<file path="src/rtl/cpu_param.sv">
// Parametrised single-cycle core with a stalling load/store path to data memory.
// Optional shift/rotate opcodes (0D-10) are enabled by defining CPU_SHIFT_EN.
module cpu_param #(
    parameter int DATA_W = 8,
    parameter int REG_AW = 3,
    parameter int MEM_AW = 8
) (
    input  logic              CLK,
    input  logic              RESET,
    input  logic [31:0]       INSTRUCTION,
    output logic [31:0]       PC,
    output logic              MEM_READ,
    output logic              MEM_WRITE,
    output logic [MEM_AW-1:0] MEM_ADDRESS,
    output logic [DATA_W-1:0] MEM_WRITEDATA,
    input  logic [DATA_W-1:0] MEM_READDATA,
    input  logic              MEM_BUSYWAIT
);

    localparam int NREG = 2 ** REG_AW;

    localparam logic [7:0] OP_LOADI = 8'h00;
    localparam logic [7:0] OP_MOV   = 8'h01;
    localparam logic [7:0] OP_ADD   = 8'h02;
    localparam logic [7:0] OP_SUB   = 8'h03;
    localparam logic [7:0] OP_AND   = 8'h04;
    localparam logic [7:0] OP_OR    = 8'h05;
    localparam logic [7:0] OP_J     = 8'h06;
    localparam logic [7:0] OP_BEQ   = 8'h07;
    localparam logic [7:0] OP_BNE   = 8'h08;
    localparam logic [7:0] OP_LWD   = 8'h09;
    localparam logic [7:0] OP_LWI   = 8'h0A;
    localparam logic [7:0] OP_SWD   = 8'h0B;
    localparam logic [7:0] OP_SWI   = 8'h0C;
`ifdef CPU_SHIFT_EN
    localparam logic [7:0] OP_SLL   = 8'h0D;
    localparam logic [7:0] OP_SRL   = 8'h0E;
    localparam logic [7:0] OP_SRA   = 8'h0F;
    localparam logic [7:0] OP_ROR   = 8'h10;
    localparam logic [31:0] DATA_W_U = DATA_W;
`endif

    typedef enum logic {
        S_EXEC = 1'b0,
        S_MEM  = 1'b1
    } state_t;

    state_t            state_r;
    state_t            state_next_s;
    logic [31:0]       pc_r;
    logic [DATA_W-1:0] regs_r [NREG];
    logic              mem_read_r;
    logic              mem_write_r;
    logic [MEM_AW-1:0] mem_addr_r;
    logic [DATA_W-1:0] mem_wdata_r;
    logic [REG_AW-1:0] mem_rd_r;

    logic [7:0]        opcode_s;
    logic [REG_AW-1:0] rd_s;
    logic [REG_AW-1:0] rs1_idx_s;
    logic [REG_AW-1:0] rs2_idx_s;
    logic [DATA_W-1:0] imm_s;
    logic [31:0]       offset_s;
    logic [DATA_W-1:0] rs1_val_s;
    logic [DATA_W-1:0] rs2_val_s;
    logic [DATA_W-1:0] diff_s;
    logic              zero_s;
    logic [DATA_W-1:0] alu_s;
    logic              alu_we_s;
    logic              branch_s;
    logic              is_load_s;
    logic              is_store_s;
    logic [MEM_AW-1:0] mem_addr_s;
    logic [31:0]       pc_plus4_s;
    logic [31:0]       next_pc_s;
    logic              reg_we_s;
    logic [REG_AW-1:0] reg_waddr_s;
    logic [DATA_W-1:0] reg_wdata_s;
    logic              unused_s;

    assign opcode_s   = INSTRUCTION[31:24];
    assign rd_s       = INSTRUCTION[16 +: REG_AW];
    assign rs1_idx_s  = INSTRUCTION[8 +: REG_AW];
    assign rs2_idx_s  = INSTRUCTION[0 +: REG_AW];
    assign imm_s      = DATA_W'($signed(INSTRUCTION[7:0]));
    assign offset_s   = 32'($signed(INSTRUCTION[23:16]));
    assign rs1_val_s  = regs_r[rs1_idx_s];
    assign rs2_val_s  = regs_r[rs2_idx_s];
    assign diff_s     = rs1_val_s - rs2_val_s;
    assign zero_s     = (diff_s == {DATA_W{1'b0}});
    assign pc_plus4_s = pc_r + 32'd4;
    assign next_pc_s  = branch_s ? (pc_plus4_s + (offset_s << 2)) : pc_plus4_s;
    assign unused_s   = ^INSTRUCTION;

`ifdef CPU_SHIFT_EN
    logic [4:0]  shamt_s;
    logic [31:0] rot_s;
    assign shamt_s = INSTRUCTION[4:0];
    assign rot_s   = {27'd0, shamt_s} % DATA_W_U;
`endif

    // Instruction decode and ALU
    always_comb begin
        alu_s      = {DATA_W{1'b0}};
        alu_we_s   = 1'b0;
        branch_s   = 1'b0;
        is_load_s  = 1'b0;
        is_store_s = 1'b0;
        mem_addr_s = {MEM_AW{1'b0}};
        case (opcode_s)
            OP_LOADI: begin alu_s = imm_s;                 alu_we_s = 1'b1; end
            OP_MOV:   begin alu_s = rs2_val_s;             alu_we_s = 1'b1; end
            OP_ADD:   begin alu_s = rs1_val_s + rs2_val_s; alu_we_s = 1'b1; end
            OP_SUB:   begin alu_s = diff_s;                alu_we_s = 1'b1; end
            OP_AND:   begin alu_s = rs1_val_s & rs2_val_s; alu_we_s = 1'b1; end
            OP_OR:    begin alu_s = rs1_val_s | rs2_val_s; alu_we_s = 1'b1; end
            OP_J:     branch_s = 1'b1;
            OP_BEQ:   begin alu_s = diff_s; branch_s = zero_s;  end
            OP_BNE:   begin alu_s = diff_s; branch_s = !zero_s; end
            OP_LWD:   begin is_load_s  = 1'b1; mem_addr_s = rs2_val_s[MEM_AW-1:0]; end
            OP_LWI:   begin is_load_s  = 1'b1; mem_addr_s = imm_s[MEM_AW-1:0];     end
            OP_SWD:   begin is_store_s = 1'b1; mem_addr_s = rs2_val_s[MEM_AW-1:0]; end
            OP_SWI:   begin is_store_s = 1'b1; mem_addr_s = imm_s[MEM_AW-1:0];     end
`ifdef CPU_SHIFT_EN
            // Native shifts already give 0 / sign fill for amounts >= DATA_W
            OP_SLL:   begin alu_s = rs1_val_s << shamt_s;           alu_we_s = 1'b1; end
            OP_SRL:   begin alu_s = rs1_val_s >> shamt_s;           alu_we_s = 1'b1; end
            OP_SRA:   begin alu_s = $signed(rs1_val_s) >>> shamt_s; alu_we_s = 1'b1; end
            OP_ROR:   begin
                alu_s    = (rs1_val_s >> rot_s) | (rs1_val_s << (DATA_W_U - rot_s));
                alu_we_s = 1'b1;
            end
`endif
            default:  alu_we_s = 1'b0;
        endcase
    end

    // Next-state and register-file write selection
    always_comb begin
        state_next_s = state_r;
        reg_we_s     = 1'b0;
        reg_waddr_s  = {REG_AW{1'b0}};
        reg_wdata_s  = {DATA_W{1'b0}};
        case (state_r)
            S_EXEC: begin
                if (is_load_s || is_store_s) begin
                    state_next_s = S_MEM;
                end else begin
                    reg_we_s    = alu_we_s;
                    reg_waddr_s = rd_s;
                    reg_wdata_s = alu_s;
                end
            end
            S_MEM: begin
                if (!MEM_BUSYWAIT) begin
                    state_next_s = S_EXEC;
                    reg_we_s     = mem_read_r;
                    reg_waddr_s  = mem_rd_r;
                    reg_wdata_s  = MEM_READDATA;
                end else begin
                    state_next_s = S_MEM;
                end
            end
            default: state_next_s = S_EXEC;
        endcase
    end

    // State register
    always_ff @(posedge CLK or posedge RESET) begin
        if (RESET) begin
            state_r <= S_EXEC;
        end else begin
            state_r <= state_next_s;
        end
    end

    // PC and registered memory request
    always_ff @(posedge CLK or posedge RESET) begin
        if (RESET) begin
            pc_r        <= 32'd0;
            mem_read_r  <= 1'b0;
            mem_write_r <= 1'b0;
            mem_addr_r  <= {MEM_AW{1'b0}};
            mem_wdata_r <= {DATA_W{1'b0}};
            mem_rd_r    <= {REG_AW{1'b0}};
        end else begin
            case (state_r)
                S_EXEC: begin
                    if (is_load_s || is_store_s) begin
                        mem_read_r  <= is_load_s;
                        mem_write_r <= is_store_s;
                        mem_addr_r  <= mem_addr_s;
                        mem_wdata_r <= rs1_val_s;
                        mem_rd_r    <= rd_s;
                    end else begin
                        pc_r <= next_pc_s;
                    end
                end
                S_MEM: begin
                    if (!MEM_BUSYWAIT) begin
                        mem_read_r  <= 1'b0;
                        mem_write_r <= 1'b0;
                        pc_r        <= pc_plus4_s;
                    end else begin
                        pc_r <= pc_r;
                    end
                end
                default: begin
                    mem_read_r  <= 1'b0;
                    mem_write_r <= 1'b0;
                end
            endcase
        end
    end

    // Register file; register 0 is an ordinary register
    always_ff @(posedge CLK or posedge RESET) begin
        if (RESET) begin
            for (int i = 0; i < NREG; i++) begin
                regs_r[i] <= {DATA_W{1'b0}};
            end
        end else if (reg_we_s) begin
            regs_r[reg_waddr_s] <= reg_wdata_s;
        end else begin
            regs_r[reg_waddr_s] <= regs_r[reg_waddr_s];
        end
    end

    assign PC            = pc_r;
    assign MEM_READ      = mem_read_r;
    assign MEM_WRITE     = mem_write_r;
    assign MEM_ADDRESS   = mem_addr_r;
    assign MEM_WRITEDATA = mem_wdata_r;

endmodule

</file>
<file path="config.mk">
export PLATFORM = sky130hd
export DESIGN_NAME = cpu_param
export DESIGN_NICKNAME = d
export VERILOG_FILES = /design/src/rtl/cpu_param.sv
export SDC_FILE = /design/constraint.sdc
export NUM_CORES = 1
export LEC_CHECK = 0
export ABC_AREA = 1
export CAP_MARGIN = 20
export CORE_MARGIN = 10
export CORE_UTILIZATION = 45
export CTS_CLUSTER_SIZE = 20
export DETAILED_ROUTE_END_ITERATION = 10
export GPL_ROUTABILITY_DRIVEN = 0
export PLACE_DENSITY_LB_ADDON = 0.12
export SLEW_MARGIN = 20
export SYNTH_ARGS = -nofsm -noshare
export SYNTH_HDL_FRONTEND = slang
export SYNTH_SLANG_ARGS = --single-unit
</file>
<file path="constraint.sdc">
create_clock -name CLK -period 6.71 [get_ports CLK]
set_input_delay 1.342 -clock CLK [delete_from_list [all_inputs] [get_ports CLK]]
set_output_delay 1.342 -clock CLK [all_outputs]
set_load 0.005 [all_outputs]
</file>
# Yosys cells after proc, flatten, opt, wreduce, memory -nomap -nowiden
# Index checks and enable logic that the tools add are counted.
[word_totals]
output_inout_bits = 50
inputBits = 43
wordCells = 99
register_bits = 118
[op_classes]
bitwise_logic = 6
n_eq_ne = 15
addsub = 4
muxes = 41
order_cmp = 4
reduce_logical = 14
[op_table]
columns = ["operator", "n"]
rows = [
  ["$bwmux W64", 2],
  ["$mux W32", 3],
  ["$bmux W8 S3", 3],
  ["$mux W8", 9],
  ["$mux W64", 1],
  ["$pmux W32 S2", 1],
  ["$pmux W8 S6", 1],
  ["$eq A8 B4 Y1 const B", 5],
  ["$add A32 B3 Y32 const B", 1],
  ["$add A32 B32 Y32", 1],
  ["$eq A8 B3 Y1 const B", 4],
  ["$pmux W8 S2", 2],
  ["$demux W8 S3", 1],
  ["$eq A8 B2 Y1 const B", 2],
  ["$logic_not A8 Y1", 2],
  ["$ge A4 B4 Y1 const B", 3],
  ["$not A3 Y4", 3],
  ["$mux W1", 10],
  ["$add A8 B8 Y8", 1],
  ["$and A8 B8 Y8", 1],
  ["$eq A8 B1 Y1 const B", 1],
  ["$or A8 B8 Y8", 1],
  ["$pmux W1 S2", 4],
  ["$reduce_or A2 Y1", 4],
  ["13 further kinds", 18],
]

# Logic depth before layout (Yosys ltp)
# Gate-level depths: netlist of run 1.
[logic_depth]
depth_word = 13
mapped_depth = 29
mapped_depth_nobuf = 29

# Worst setup path after synthesis of run 1
# Ideal clock, no wire load.
[synth_path]
path_kind = "input-to-reg"
from = "input port INSTRUCTION[9]"
to = "register pc_r[9], in the netlist PC[9]"
slack_ns = 2.533
t_arrival_ns = 4.059
stages = 22
required_time_ns = 6.593
n_path_buf = 2
setup_time_ns = 0.117
path_cell_list = "clkbuf_1 > o21ai_0 > o21ai_0 > inv_1 > o21ai_0 > inv_1 > ha_1 > nor2_1 > nand2_1 > nand2_1 > nand2_1 > nand2_1 > nand3_1 > nor2_1 > nand4_1 > nand3_4 > nand2_4 > inv_4 > buf_6 > nand2_1 > nand3_1 > nand2_1"
[synth_between]
elab_chain_len = 11
[synth_lines]
columns = ["item", "line", "text"]
rows = [
  ["start, declared", "10", "input logic [31:0] INSTRUCTION,"],
  ["$not A3 Y4 (not written as such) *", "87", "assign rs1_val_s = regs_r[rs1_idx_s];"],
  ["$bmux W8 S3 *", "87", ""],
  ["$mux W8 (not written as such) * (2 in series)", "87", ""],
  ["via rs1_val_s[1]", "64", "logic [DATA_W-1:0] rs1_val_s;"],
  ["$sub A8 B8 Y8 *", "89", "assign diff_s = rs1_val_s - rs2_val_s;"],
  ["$logic_not A8 Y1 *", "90", "assign zero_s = (diff_s == {DATA_W{1'b0}});"],
  ["$logic_not A1 Y1", "119", "OP_BNE: begin alu_s = diff_s; branch_s = !zero_s; end"],
  ["$pmux W1 S3 *", "110", "case (opcode_s)"],
  ["$mux W32 *", "92", "assign next_pc_s = branch_s ? (pc_plus4_s + (offset_s << 2)) : pc_plus4_s;"],
  ["$mux W32 *", "189", "if (is_load_s || is_store_s) begin"],
  ["$pmux W32 S2 *", "187", "case (state_r)"],
  ["end signal, assigned", "196", "pc_r <= next_pc_s;"],
  ["end signal, assigned", "203", "pc_r <= pc_plus4_s;"],
  ["end signal, assigned", "205", "pc_r <= pc_r;"],
  ["end, declared", "50", "logic [31:0] pc_r;"],
]
# Mark *: on every way through the listed nets, which the timed path passes. The rest lies on a longest branch. The select of a mux whose other input is x is not followed.
# A chain may end at the register's enable or synchronous reset.

# Final worst setup path of run 1
[layout_path]
from = "input port INSTRUCTION[9]"
to = "register pc_r[12], in the netlist PC[12]"
# The elaborated chain is that of the path after synthesis.

==> results of run 1 <==
==> power groups by stage <==
stage	registers, mW	logic, mW	clock network [mW]
global route	1.07	2.29	1.04
CTS	1.04	2.03	1.01
global placement	1.05	1.99	0
finish	1.05	2.03	0.998
detailed placement	1.05	2.00	0
floorplan	1.02	1.40	0
==> worst max-delay path: cells and delay by family <==
kind / cells / cell delay, ps
buf+inv: 5 / 1570
simple gates: 10 / 1270
compound gates: 3 / 810
fa+ha+maj: 2 / 680
==> cells in the mapped netlist, types with 4 or more instances <==
master	count	area, um2
clkbuf_1	21	78.83
o21ai_0	118	590.6
o21bai_1	5	37.54
nand2_1	404	1516
ha_1	54	675.7
nor2_2	7	43.79
and2_1	7	43.79
inv_1	170	638.1
nor2_1	103	386.6
nand4_1	19	118.9
nand2_2	15	93.84
nor4_1	8	50.05
buf_6	5	56.30
or2_2	4	25.02
o221ai_1	5	43.79
o211ai_1	30	225.2
nand3_1	263	1316
o21ai_1	4	20.02
nor3_1	12	60.06
buf_4	13	97.59
xnor2_1	25	219.0
xor2_1	25	219.0
inv_2	14	52.55
o22ai_1	8	50.05
a31oi_1	7	43.79
nor2_4	9	101.4
dfrtp_1	116	2903
a21o_1	5	37.54
buf_2	26	130.1
a21oi_1	83	415.4
==> worst max-delay path by stage <==
stage | start | end | slack, ps | cells after the start
detailed placement | INSTRUCTION[9] | PC[26] | 990 | 19
global placement | INSTRUCTION[2] | PC[29] | 1020 | 19
CTS | INSTRUCTION[9] | PC[6] | 1420 | 20
floorplan | RESET | MEM_ADDRESS[0] | 2300 | 1
finish | INSTRUCTION[9] | PC[12] | 1320 | 20
global route | INSTRUCTION[9] | PC[26] | 990 | 19
==> metrics by stage <==
stage	instance area (um2)	power, mW
finish	12160	4.074
global route	12160	4.397
CTS	12160	4.077
detailed placement	11540	3.055
global placement	11540	3.040
floorplan	10560	2.417
==> area by class of cell <==
class,count,area [um2],share of cell area [%]
clock inverter,15,195.2,1.605
tap,313,391.6,3.220
timing repair buffer,99,955.9,7.860
inverter,188,714.4,5.874
sequential,116,2903,23.87
multi-input combinational,1241,6576,54.07
clock buffer,17,425.4,3.498
==> state kept, by name, indices dropped and copies added, names as in the netlist <==
| register | flops |
|---|---|
| MEM_ADDRESS | 8 |
| MEM_READ | 1 |
| MEM_WRITE | 1 |
| mem_rd_r | 3 |
| state_r | 1 |
| regs_r | 64 |
| PC | 30 |
| MEM_WRITEDATA | 8 |
==> cell families (layout without fill, tap and decap cells) <==
group / after synthesis / after routing / share of synthesized area, %
other: 1 / 2 / 0.03553
buffers and inverters: 256 / 319 / 10.25
adder cells (fa/ha/maj): 57 / 57 / 6.970
flip-flops: 116 / 116 / 27.50
XOR/XNOR: 50 / 50 / 4.149
AO/OA/AOI/OAI: 274 / 274 / 14.59
AND/OR/NAND/NOR: 858 / 858 / 36.50
==> metal layers <==
metal | global-route usage, % | vias to the layer above | wire length (um)
met5 | 0 | - | 0
met4 | 6.755 | 0 | 807
met3 | 3.703 | 48 | 2186
met2 | 38.11 | 373 | 16510
met1 | 29.63 | 5206 | 15140
li1 | - | 5447 | -
==> metrics.txt, run 1 <==
syn_area_per_cell=about 6.5 um2; Max Slew Vio Count=0; via count=11.07k; combinational share of power=roughly 50%; Power Density=around 330 nW/um2; hold_buf cts=0; initial antenna violation count=0; DRC viols=0; most common cell after layout, fill and taps aside=nand2_1; Die Width=around 170 um; RSZ-0062 raised after global routing=false; Initial DRC Count=slightly above 900; row count=55; Worst-Margin Slew=between 1000 and 1500 ps; number of port buffers=85; CTS tree=yes; peak supply drop=approximately 0.00021 V; Synth Instances=1612; first-pass GRT wire length=about 57 mm; Max Buffers Root-to-Sink=2; vias in the first global route=10.66k; setup violators final=0; skew final=around 12 ps; Seq/Total Area, Yosys=27.50%; Fillers=about 2.3k; Tmin final=approximately 5400 ps; Arrival @ worst endpoint=about 5700 ps; hold path start=MEM_ADDRESS[1]; Yosys Warn Count=0; DRT Wirelength=around 35 mm; Post-synth EDFFs=0; Final ANT Viol Nets=0; slowest stage delay, CP=between 900 and 1000 ps; Setup TNS Final=0 ps; Clock transition at path regs=60 ps; HP Class=reg2reg; core area=22850 um2; pin count of the biggest net entering global routing=75; Yosys cell types=46; mapped cell area=~11000 um2; GRT Total Usage=a little under a quarter; fmax=0.1855 GHz; total gr overflow=0; Worst Path Class, Setup=in2reg; fin cells=between 1.5k and 2k; ys flop type=dfrtp_1; Internal Power=between 2 and 2.5 mW; r2r setup slk=2740 ps; Lkg Pwr=~5.8 nW; First-pass DRT Iterations=7; clock root buffer=clkbuf_16; utilization after layout=~53%; Reg2Reg Launch Point=PC[2]; status=completed; CP Launch Type=primary input; drt wl/cell=~17 um; asr flop ratio synth=100.0%; critical path's slowest cell=clkdlybuf4s50_1; P_sw=roughly 1.8 mW; critical-path cell list=clkdlybuf4s50_1, o21ai_0, o21ai_0, inv_1, o21ai_0, inv_1, ha_1, inv_1, fa_1, nor3_1, nand3_1, nor2_1, nand3_1, nand2_1, nand3_4, nand2_4, buf_4, nand2_1, nand3_1, nand2_1; setup ws final=between 1000 and 1500 ps; relative slew slack=29.97%; total clock sinks=approximately 120; DIE AREA=29980 um2; fraction of layout instances using a drive strength above 1=around 6.4%; r2r endpoint=PC[31]; routed vias/inst=between 5 and 6; reg2reg path depth=24; CTS H-tree lvls=4; Die H=approximately 170 um; critical path data required time=7020 ps; Initial Utilization=a little under half; post-CTS setup buffer count=0; I/O pin count=93; fin crit share=around four fifths; Antenna diodes=0; PostCTS Resize Cnt=0; Reg power frac=roughly a quarter; endpoint class of the critical path=flip-flop; CTS Buf Count=17; FF+latch count, synth=between 100 and 150; leading cell types in the layout, fill and taps excluded=404 x nand2_1, 263 x nand3_1, 169 x inv_1, 118 x o21ai_0, 116 x dfrtp_1; clk_lat worst skew=roughly 440 ps; sw frac=45.34%; clock power share=between 20% and 30%; max-cap violations=0; WHS Path Cells=2; DP Worst Slack=between 900 and 1000 ps; nets@finish=1763; Cells after DPL=just under 2k; final hold slack=between 400 and 500 ps; Final Hold Vio Count=0; HPWL Detailed=25.02 mm; hold path endpoint=MEM_ADDRESS[1]; critical path peak fanout=16; Area Growth Syn to Fin=15.22%
(Power assumes the default switching activity.)
==> run 2: changes to the inputs <==
==> constraint.sdc (replaced) <==
create_clock -name CLK -period 4.4 [get_ports CLK]
set_input_delay 0.88 -clock CLK [delete_from_list [all_inputs] [get_ports CLK]]
set_output_delay 0.88 -clock CLK [all_outputs]
set_load 0.005 [all_outputs]
==> metrics.txt, run 2 (same netlist as run 1, synthesis figures left out) <==
max reg flops=64 (unchanged); CP Launch Type=primary input (unchanged); skew final=15.18 ps (was 11.73 ps); number of port buffers=85 (unchanged); row count=55 (unchanged); fin crit share=roughly 94%; HPWL Detailed=26.29 mm (was 25.02 mm); Lkg Pwr=6.314 nW (was 5.819 nW); Final Hold Vio Count=0 (unchanged); Top Family by Delay on Critical Path=buffers and inverters (unchanged); Power Density=498.0 nW/um2 (was 335.0 nW/um2); Max Slew Vio Count=0 (unchanged); Area Growth Syn to Fin=22.93% (was 15.22%); Die H=173.2 um (unchanged); HP Class=reg2reg (unchanged); critical-path cell list=clkdlybuf4s50_1, buf_6, o21ai_0, o21ai_0, inv_1, o21ai_0, buf_4, inv_1, ha_1, nor2_1, nand3_1, nand4_1, nand2_1, nor2_1, nand4_1, nand3_4, nand2_4, inv_4, buf_12, nand2_1, nand3_1, nand2_1 (was clkdlybuf4s50_1, o21ai_0, o21ai_0, inv_1, o21ai_0, inv_1, ha_1, inv_1, fa_1, nor3_1, nand3_1, nor2_1, nand3_1, nand2_1, nand3_4, nand2_4, buf_4, nand2_1, nand3_1, nand2_1); initial antenna violation count=0 (unchanged); r2r setup slk=500 ps (was 2740 ps); Cells after DPL=2050 (was 1957); total gr overflow=0 (unchanged); setup violators final=0 (unchanged); met1 Resource Use GR=29.87% (was 29.63%); Tmin final=roughly 4100 ps; Antenna diodes=0 (unchanged); CTS tree=yes (unchanged); fmax=0.2424 GHz; CTS H-tree lvls=4 (unchanged); Fillers=2261 (was 2331); First-pass DRT Iterations=5 (was 7); post-CTS setup buffer count=0 (unchanged); setup ws final=274.0 ps (was 1319 ps); most used routing layer=met2 (unchanged); fraction of layout instances using a drive strength above 1=11.42% (was 6.444%); critical path peak fanout=29 (was 16); leading cell types in the layout, fill and taps excluded=404 x nand2_1, 263 x nand3_1, 169 x inv_1, 118 x o21ai_0, 116 x dfrtp_1 (unchanged); core area=22850 um2 (unchanged); fin cells=2082 (was 1989); Arrival @ worst endpoint=4450 ps (was 5700 ps); Top reg by flops=regs_r (unchanged); RSZ-0062 raised after global routing=false (unchanged); CP bufs+invs=7 (was 5); critical path's slowest cell=clkdlybuf4s50_1 (unchanged); Max Buffers Root-to-Sink=2 (unchanged); DP Worst Slack=-170.1 ps (was 992.0 ps); clk_lat worst skew=440 ps (about the same); I/O pin count=93 (unchanged); max-cap violations=0 (unchanged); critical path data required time=4720 ps (was 7020 ps); status=completed (unchanged); routed vias/inst=5.528 (was 5.568); Reg area=2903 um2 (unchanged); vias in the first global route=10.82k (was 10.66k); first-pass GRT wire length=57.06 mm (was 56.63 mm); pin count of the biggest net entering global routing=99 (was 75); Initial Utilization=46.20% (unchanged); nets@finish=1856 (was 1763); Clock transition at path regs=70 ps (was 60 ps); Worst Path Class, Setup=in2reg (unchanged); DIE AREA=29980 um2 (unchanged); most common cell after layout, fill and taps aside=nand2_1 (unchanged); peak supply drop=0.0003170 V (was 0.0002143 V); clock root buffer=clkbuf_16 (unchanged); DRC viols=0 (unchanged); met2 usage=37.79% (was 38.11%); DRT Wirelength=35.57 mm (was 34.64 mm); relative slew slack=38.45% (was 29.97%); Final ANT Viol Nets=0 (unchanged); Die Width=173.2 um (unchanged); met3 track demand over resource=3.921% (was 3.703%); slowest stage delay, CP=530 ps (was 910 ps); CTS Buf Count=17 (unchanged); Worst-Margin Slew=922.3 ps (was 1049 ps); drt wl/cell=17.09 um (was 17.42 um); endpoint class of the critical path=flip-flop (unchanged); via count=11.51k (was 11.07k); total clock sinks=116 (unchanged); Initial DRC Count=1011 (was 929); combined area of the multi-input logic cells=6579 um2 (was 6576 um2); GRT Total Usage=23.10% (was 22.82%)
[run 2: changes by cell type in the layout (fill, tap and decap cells not counted), moves of 2 or more]
| cell | change |
|---|---|
| buf_12 | +7 |
| buf_4 | +84 |
| buf_6 | +2 |
| inv_6 | -5 |
[run 2: worst min-delay path, delay by kind of cell, from the launching register on]
kind | cells | cell delay, ps
flip-flops | 1 | 340
AND/OR/NAND/NOR | 2 | 100
[run 2: power breakdown]
part / leakage (nW) / internal [mW] / total, mW / switching, mW
clock: 0.305 / 0.971 / 1.57 / 0.595
sequential: 1.56 / 1.31 / 1.60 / 0.290
combinational: 4.45 / 1.34 / 3.30 / 1.96
total: 6.31 / 3.62 / 6.46 / 2.84
[run 2: area by class of cell]
cell class | count | share of cell area [%]
clock buffer | 18 | 3.385
clock inverter | 14 | 1.562
inverter | 188 | 5.477
multi-input combinational | 1241 | 50.70
sequential | 116 | 22.37
tap | 313 | 3.018
timing repair buffer | 192 | 13.48
[run 2: path summary, 6_finish.rpt]
| check | endpoint | from | cells after the start |
|---|---|---|---|
| max in group asynchronous | MEM_ADDRESS[5] | RESET | 3 |
| worst min-delay path | mem_rd_r[0] | mem_rd_r[0] | 2 |
| worst max-delay path | PC[30] | INSTRUCTION[8] | 22 |
| worst min register to register | mem_rd_r[0] | mem_rd_r[0] | 2 |
| worst max register to register | PC[31] | PC[2] | 24 |
| min in group asynchronous | PC[14] | RESET | 2 |
[run 2: through the flow]
| stage | area (um2) | hold WS (ps) | TNS [ps] | util, % | power (mW) |
|---|---|---|---|---|---|
| after detailed placement | 12320 | 466.7 | -4844 | 53.94 | 4.868 |
| after global routing | 12970 | 494.1 | 0 | 56.79 | 6.942 |
| after global placement | 12320 | 463.1 | -4920 | 53.94 | 4.829 |
| after CTS | 12960 | 483.3 | 0 | 56.75 | 6.459 |
| after floorplan | 10560 | 449.2 | 0 | - | 3.685 |
| final | 12970 | 481.5 | 0 | 56.79 | 6.462 |
[run 2: repair_timing]
| item | 4_1_cts | 5_1_grt |
|---|---|---|
| hold endpoints to repair | 0 | 0 |
| endpoints found under the setup margin | 0 | 28 |
| resized for setup | 0 | 3 |
| hold buffers | 0 | 0 |
[run 2: per-layer routing]
| metal | part of all wire [%] | vias up |
|---|---|---|
| met2 | 48 | 379 |
| met3 | 6.2 | 58 |
| met4 | 2.9 | 0 |
| li1 | - | 5646 |
| met1 | 43 | 5427 |
| met5 | 0 | - |
==> run 3: changes to the inputs <==
==> constraint.sdc (replaced) <==
create_clock -name CLK -period 4.4 [get_ports CLK]
set_input_delay 0.66 -clock CLK [delete_from_list [all_inputs] [get_ports CLK]]
set_output_delay 0.66 -clock CLK [all_outputs]
set_load 0.005 [all_outputs]
==> metrics.txt, run 3 (same netlist as run 1, synthesis figures left out) <==
most common cell after layout, fill and taps aside=nand2_1 (unchanged); fmax=0.2516 GHz (was 0.2424 GHz); Worst-Margin Slew=1006 ps (was 922.3 ps); endpoint class of the critical path=flip-flop (unchanged); first-pass GRT wire length=57.87 mm (was 57.06 mm); CTS H-tree lvls=4 (unchanged); status=completed (unchanged); Top reg by flops=regs_r (unchanged); post-CTS setup buffer count=0 (unchanged); GRT Total Usage=23.34% (was 23.10%); clk_lat worst skew=440 ps (about the same); placed inst area=12110 um2 (was 12320 um2); via count=11.33k (was 11.51k); DIE AREA=29980 um2 (unchanged); Setup TNS Final=0 ps (unchanged); critical path peak fanout=22 (was 29); Area Growth Syn to Fin=20.12% (was 22.93%); clock root buffer=clkbuf_16 (unchanged); skew final=15.45 ps (was 15.18 ps); total clock sinks=116 (unchanged); fraction of layout instances using a drive strength above 1=9.677% (was 11.42%); First-pass DRT Iterations=9 (was 5); Arrival @ worst endpoint=4290 ps (was 4450 ps); Fillers=2276 (was 2261); core area=22850 um2 (unchanged); total gr overflow=0 (unchanged); Die Width=173.2 um (unchanged); reg2reg path depth=24 (unchanged); Max Slew Vio Count=0 (unchanged); Reg2Reg Launch Point=PC[2] (unchanged); Final Hold Vio Count=0 (unchanged); HPWL Detailed=26.06 mm (was 26.29 mm); drt wl/cell=17.15 um (was 17.09 um); leading cell types in the layout, fill and taps excluded=404 x nand2_1, 263 x nand3_1, 169 x inv_1, 118 x o21ai_0, 116 x dfrtp_1 (unchanged); DRC viols=0 (unchanged); Power Density=490.7 nW/um2 (was 498.0 nW/um2); setup violators final=0 (unchanged); DRT Wirelength=35.14 mm (was 35.57 mm); Final ANT Viol Nets=0 (unchanged); CTS tree=yes (unchanged); vias in the first global route=10.84k (was 10.82k); relative slew slack=32.92% (was 38.45%); row count=55 (unchanged); final hold slack=484.5 ps (was 481.5 ps); Die H=173.2 um (unchanged); CP Launch Type=primary input (unchanged); max reg flops=64 (unchanged); Initial DRC Count=1092 (was 1011); max-cap violations=0 (unchanged); r2r setup slk=460 ps (was 500 ps); routed vias/inst=5.529 (was 5.528); nets@finish=1823 (was 1856); Initial Utilization=46.20% (unchanged); HP Class=reg2reg (unchanged); pin count of the biggest net entering global routing=74 (was 99); RSZ-0062 raised after global routing=false (unchanged); r2r endpoint=PC[31] (unchanged); I/O pin count=93 (unchanged); fin area=12680 um2 (was 12970 um2); number of port buffers=85 (unchanged); initial antenna violation count=0 (unchanged); WHS Path Cells=2 (unchanged); peak supply drop=0.0002825 V (was 0.0003170 V); Worst Path Class, Setup=in2reg (unchanged); Antenna diodes=0 (unchanged); Lkg Pwr=6.133 nW (was 6.314 nW); Max Buffers Root-to-Sink=2 (unchanged); fin crit share=90.35% (was 93.77%); Clock transition at path regs=60 ps (was 70 ps); hold path start=MEM_WRITEDATA[3] (was mem_rd_r[0]); PostCTS Resize Cnt=0 (unchanged); Tmin final=3975 ps (was 4126 ps); hold path endpoint=MEM_WRITEDATA[3] (was mem_rd_r[0]); CTS Buf Count=17 (unchanged); hold_buf cts=0 (unchanged); critical path data required time=4720 ps (about the same)
-- run 3: cell count changes in the layout (fill, tap and decap cells not counted) --
cell / delta
clkinv_4: -1
clkinv_2: +3
bufinv_16: -3
buf_4: -34
buf_6: -2
clkinvlp_4: -1
ha_2: -1
ha_1: +1
buf_12: +3
inv_8: -1
inv_6: +3
-- run 3: where the power goes --
part           internal [mW]  switching (mW)
clock                  0.796           0.586
combinational           1.29            1.95
sequential              1.31           0.287
total                   3.40            2.82
-- run 3: layout make-up --
cell class	count	area, um2	share of cell area [%]
inverter	188	710.7	5.605
tap	313	391.6	3.089
sequential	116	2903	22.90
timing repair buffer	159	1531	12.08
clock buffer	18	439.2	3.464
multi-input combinational	1241	6576	51.87
clock inverter	14	126.4	0.9967
-- run 3: metal layers --
layer  track usage [%]  wire length, um  vias to the layer above
met3             4.226             2150                       49
li1                  -                -                     5580
met2             39.31            16890                      376
met4             6.396              665                        0
met1             29.98            15440                     5324
met5                 0                0                        -
-- run 3: worst max-delay path by stage --
| stage | from | endpoint | slack (ps) | cells after the start |
|---|---|---|---|---|
| 6_report | INSTRUCTION[8] | PC[10] | 420 | 20 |
| 4_1_cts | INSTRUCTION[8] | regs_r[30] | 470 | 20 |
| 3_5_place_dp | INSTRUCTION[8] | PC[15] | 8 | 24 |
| 5_1_grt | INSTRUCTION[8] | regs_r[30] | 40 | 20 |
| 3_3_place_gp | INSTRUCTION[8] | PC[17] | 50 | 24 |
| 2_1_floorplan | RESET | MEM_ADDRESS[0] | 670 | 1 |
-- run 3: worst max-delay path: stages --
cell	delay [ps]
clkdlybuf4s50_1	510
buf_4	270
o21ai_0	100
o21ai_0	160
inv_1	80
o21ai_0	520
inv_1	160
ha_1	440
inv_1	90
a21oi_1	170
nand4_1	170
nand2_1	130
nand4_1	150
nand3_4	130
nand2_4	70
inv_4	140
buf_12	140
nand2_1	60
nand3_1	70
nand2_1	60
-- run 3: per-stage QoR --
| step | total power [mW] | instances | setup WS (ps) | utilization (%) |
|---|---|---|---|---|
| detailed placement | 4.816 | 2017 | 7.541 | 53.02 |
| finish | 6.221 | 2049 | 424.7 | 55.49 |
| global route | 6.720 | 2049 | 37.02 | 55.49 |
| floorplan | 3.685 | 1613 | 667.6 | - |
| global placement | 4.778 | 2017 | 51.95 | 53.02 |
| CTS | 6.228 | 2049 | 465.4 | 55.49 |
